==> config.mk <==
export PLATFORM = sky130hd
export DESIGN_NAME = reg_file_scoreboard
export DESIGN_NICKNAME = d
export VERILOG_FILES = /design/src/rtl/reg_file_scoreboard.sv
export SDC_FILE = /design/constraint.sdc
export NUM_CORES = 2
export LEC_CHECK = 0
export BUFFER_PORTS_ARGS = -buffer_cell sky130_fd_sc_hd__clkbuf_2
export CORE_ASPECT_RATIO = 0.75
export CORE_MARGIN = 10
export CORE_UTILIZATION = 57
export CTS_CLUSTER_SIZE = 20
export DETAILED_ROUTE_END_ITERATION = 12
export HOLD_SLACK_MARGIN = 0.03
export PLACE_DENSITY = 0.85
export SLEW_MARGIN = 20
export SYNTH_ARGS = -nofsm -noshare
export SYNTH_HDL_FRONTEND = slang
export SYNTH_SLANG_ARGS = --single-unit
==> constraint.sdc <==
create_clock -name clk -period 3.79 [get_ports clk]
set_input_delay 0.5685 -clock clk [delete_from_list [all_inputs] [get_ports clk]]
set_output_delay 0.5685 -clock clk [all_outputs]
set_load 0.005 [all_outputs]
==> src/rtl/reg_file_scoreboard.sv <==
// Register file with N combinational read ports, write-to-read bypass and a
// per-register pending-write counter used by decode for hazard detection.
module reg_file_scoreboard #(
  parameter int XLEN     = 32,
  parameter int NREG     = 32,
  parameter int NREAD    = 2,
  parameter int MAX_PEND = 3,
  localparam int AW      = $clog2(NREG),
  localparam int CW      = $clog2(MAX_PEND + 1)
) (
  input  logic                  clk,
  input  logic                  rst,
  input  logic [NREAD*AW-1:0]   rd_addr,
  output logic [NREAD*XLEN-1:0] rd_data,
  output logic [NREAD-1:0]      rd_busy,
  input  logic                  wr_en,
  input  logic [AW-1:0]         wr_addr,
  input  logic [XLEN-1:0]       wr_data,
  input  logic                  iss_en,
  input  logic [AW-1:0]         iss_addr,
  output logic                  iss_ready,
  output logic [NREG-1:0]       busy_vec,
  output logic                  err_underflow
);

  localparam logic [CW-1:0] PEND_LIMIT = CW'(MAX_PEND);

  logic [XLEN-1:0] regFile [1:NREG-1];
  logic [CW-1:0]   pendReg [NREG];
  logic            errReg;
  logic            issAccept;
  logic [NREG-1:0] incVec;
  logic [NREG-1:0] decVec;

  // A saturated register can still take an issue when a writeback to it
  // retires one pending write in the same cycle.
  assign iss_ready = (iss_addr == '0)
                  || (pendReg[iss_addr] != PEND_LIMIT)
                  || (wr_en && (wr_addr == iss_addr) && (pendReg[iss_addr] != '0));
  assign issAccept = iss_en && iss_ready;
  assign err_underflow = errReg;

  generate
    for (genvar gi = 0; gi < NREG; gi++) begin : gReg
      assign incVec[gi]   = (gi != 0) && issAccept && (iss_addr == AW'(gi));
      assign decVec[gi]   = (gi != 0) && wr_en && (wr_addr == AW'(gi)) && (pendReg[gi] != '0);
      assign busy_vec[gi] = (pendReg[gi] != '0);
    end
  endgenerate

  always_ff @(posedge clk) begin
    if (rst) begin
      for (int r = 1; r < NREG; r++) regFile[r] <= '0;
    end else if (wr_en && (wr_addr != '0)) begin
      regFile[wr_addr] <= wr_data;
    end
  end

  // Entry 0 never sees inc/dec, so it holds zero from reset onwards.
  always_ff @(posedge clk) begin
    for (int r = 0; r < NREG; r++) begin
      if (rst) begin
        pendReg[r] <= '0;
      end else if (incVec[r] && !decVec[r]) begin
        pendReg[r] <= pendReg[r] + CW'(1);
      end else if (decVec[r] && !incVec[r]) begin
        pendReg[r] <= pendReg[r] - CW'(1);
      end
    end
  end

  always_ff @(posedge clk) begin
    if (rst) begin
      errReg <= 1'b0;
    end else if (wr_en && (wr_addr != '0) && (pendReg[wr_addr] == '0)) begin
      errReg <= 1'b1;
    end
  end

  generate
    for (genvar gi = 0; gi < NREAD; gi++) begin : gRead
      logic [AW-1:0]   portAddr;
      logic            wrHit;
      logic [XLEN-1:0] portData;

      assign portAddr = rd_addr[gi*AW +: AW];
      assign wrHit    = wr_en && (wr_addr == portAddr);

      always_comb begin
        portData = '0;
        if (portAddr != '0) begin
          portData = wrHit ? wr_data : regFile[portAddr];
        end
      end

      assign rd_data[gi*XLEN +: XLEN] = portData;
      // The retiring writeback is subtracted so the final write reads as ready.
      assign rd_busy[gi] = (portAddr != '0) && (pendReg[portAddr] > CW'(wrHit));
    end
  endgenerate

endmodule

==> impl_metrics.tcl <==
set metrics [dict create \
    ioPinCount 156 \
    wl_um 213000 \
    root_buffer "clkbuf_16" \
    leakagePower_nw 24.0 \
    htree_levels 3 \
    layout.area.seq_um2 32600 \
    post-route-drc-count 0 \
    final_max_slew_viol_count 0 \
    ys_ff_latch 1087 \
    clk-insertion-delay-late_ns 0.73 \
    coreArea_um2 107000 \
    power_switching_mw 7.53 \
    grt_max_degree 70 \
    hold_ws_ns 0.244 \
    synth_top_cells_by_area "edfxtp_1 53%, mux4_2 24%, and2_1 10%, clkbuf_1 2.0%, mux2i_1 1.3%" \
    gr-total-overflow 0 \
    ys_seq_area_frac 0.530 \
    yosysMostFrequentCell "edfxtp_1" \
    vdd_drop_max_v 0.000454 \
    rsz0062_at_grt "true" \
    start_kind "flip-flop" \
    finalClockSkew_ns 0.0251 \
    switching_share 0.258 \
    clockPowerShare 0.364 \
    rows 104 \
    setup_viol 2 \
    grt_pass1_vias 42870 \
    endpoint_kind "output pin" \
    finalPower_mw 29.2 \
    synth_edf_count 1086 \
    numPortBuffers 154 \
    die_w_um 400 \
    yosysWarnings 0 \
    floorplan.initialDensity 0.574 \
    finalHoldViolCount 0 \
    grt_usage 0.344 \
    status "complete, but fails checks" \
    cts_max_path_buffers 3 \
    drive_above_1_share 0.315 \
    ys_top_cells_by_count "1086 x edfxtp_1, 993 x and2_1, 667 x mux4_2, 328 x clkbuf_1, 118 x nor2_1" \
    p_comb_frac 0.146 \
    cts_tree "built" \
    worstSetupPathType "reg -> out" \
    fin_ws_ns -0.0121 \
    syn_avg_cell_area_um2 15.1 \
    place.gp.congestion 0.915 \
    area_delta_synth_final_pct 12.2 \
    yosys.area.top_type "edfxtp_1" \
    synth_top_area_frac 0.529 \
    nFillCells 7018 \
    grt_pass1_wl_um 301000 \
    r2r_slack_ns 0.76 \
    critPathMaxFanout 3 \
    antenna_found_initial 20 \
    dpl.hpwl_um 126000 \
    setup_tns_ns -0.0206 \
    drt_iter0_drc 8378 \
    multiInputGateArea_um2 27300 \
    fin_nets 4289 \
    slew-limit-headroom 0.179 \
    viasPerCell 7.52 \
    postSynthCellCount 4068 \
    max_freq_mhz 263 \
    wl_per_cell_um 37.2 \
    arrival_ns 3.23 \
    yosysUniqueCellTypes 59 \
    synth_top_flop_cell "edfxtp_1" \
    fin_crit_sh 1.00 \
    p_seq_frac 0.489 \
    syn_area_um2 61600 \
    intPower_mw 21.7 \
    worstMarginPinSlew_ns 1.22 \
    ant_nets 0 \
    violations "setup timing" \
    required_ns 3.22 \
    die_y_um 305 \
    min-delay-path-class "in -> reg" \
    r2r_start "pendReg[8][0]" \
    drt_pass1_iterations 6 \
    path_clk_slew_ns 0.07 \
    synth-async-reset-ratio 0 \
    crit_start "pendReg[26][0]" \
    cellPowerDensity_nw_per_um2 423 \
    die-area_um2 122000 \
    drv_cap 0 \
    min_from "wr_data[15]" \
    cts_sinks 1087 \
    vias 43052 \
    hold_buffers 0 \
    cts_made_buffers 104 \
    min_period_ns 3.80 \
]
cells in the final DEF (no fill, tap or decap), types with 8 or more instances in the layout:
master	instances
a211oi_1	88
a21oi_1	53
a31oi_1	10
and2_1	993
buf_12	64
buf_4	204
bufinv_16	12
clkbuf_1	15
clkbuf_16	106
clkbuf_2	141
clkinv_1	30
clkinv_2	18
conb_1	33
diode_2	13
edfxtp_1	1086
ha_1	32
inv_1	95
mux2i_1	82
mux4_2	667
nand2_1	33
nand2b_1	35
nand3_1	27
nand3b_1	8
nor2_1	85
nor2_4	33
nor2b_1	27
nor3_1	51
nor3_2	10
nor4_4	12
or2_2	34
or3_1	47
xnor2_1	11
xor2_1	35
critical path, stage by stage (launching register included):
cell,delay [ns]
edfxtp_1,0.49
mux4_2,0.51
mux4_2,0.54
mux2i_1,0.18
ha_1,0.25
or2_4,0.23
a21oi_2,0.16
buf_2,0.14
cell type report:
class	count	area share
multi-input combinational	2492	0.395
inverter	95	0.00516
timing repair buffer	421	0.0533
sequential	1087	0.472
clock buffer	120	0.0388
tap	1431	0.0259
clock inverter	69	0.00956
antenna	13	0.000471
kinds of logic after synthesis:
logic type      share of synthesized area
buf+inv                            0.0346
mux                                 0.258
fa+ha+maj                         0.00650
flops                               0.530
compound gates                     0.0220
other cells                     0.0000609
xor+xnor                          0.00654
simple gates                        0.143
power groups by stage:
stage / registers (mW) / logic (mW) / clock network [mW]
after global routing: 14.3 / 4.36 / 11.1
final: 14.3 / 4.27 / 10.7
after global placement: 14.4 / 3.99 / 0
after floorplan: 14.3 / 2.51 / 0
after CTS: 14.3 / 4.12 / 10.6
after detailed placement: 14.5 / 4.06 / 0
metal layers:
layer | part of all wire | track usage | up-vias
met3 | 0.19 | 0.157 | 1076
li1 | - | - | 15926
met1 | 0.30 | 0.434 | 21014
met5 | 0.0013 | 0.00203 | -
met2 | 0.43 | 0.487 | 5018
met4 | 0.070 | 0.197 | 18
stage by stage:
stage	util	instance area, µm²	cells	worst slack (ns)
after global placement	0.611	65600	5513	0.0884
final	0.644	69100	5728	-0.0121
after CTS	0.643	69000	5714	-0.00250
after floorplan	-	61700	4100	0.00827
after detailed placement	0.611	65600	5513	0.0138
after global routing	0.644	69100	5721	-0.0428
flip-flops by register name, indices dropped and copies added, names as in the netlist:
name	cells
regFile	1024
pendReg	62
err_underflow	1
final timing paths:
check | end | cells after the start
min reg2reg | err_underflow | 2
max reg2reg | pendReg[23][0] | 10
max | rd_busy[0] | 7
min | regFile[2][15] | 2
what timing repair did:
item / in CTS / in global routing
cloned: 0 / 1
endpoints found under the setup margin: 3 / 8
resized for setup: 4 / 9
pin swaps: 2 / 4
buffers inserted: 12 / 0
(Power assumes the default switching activity.)
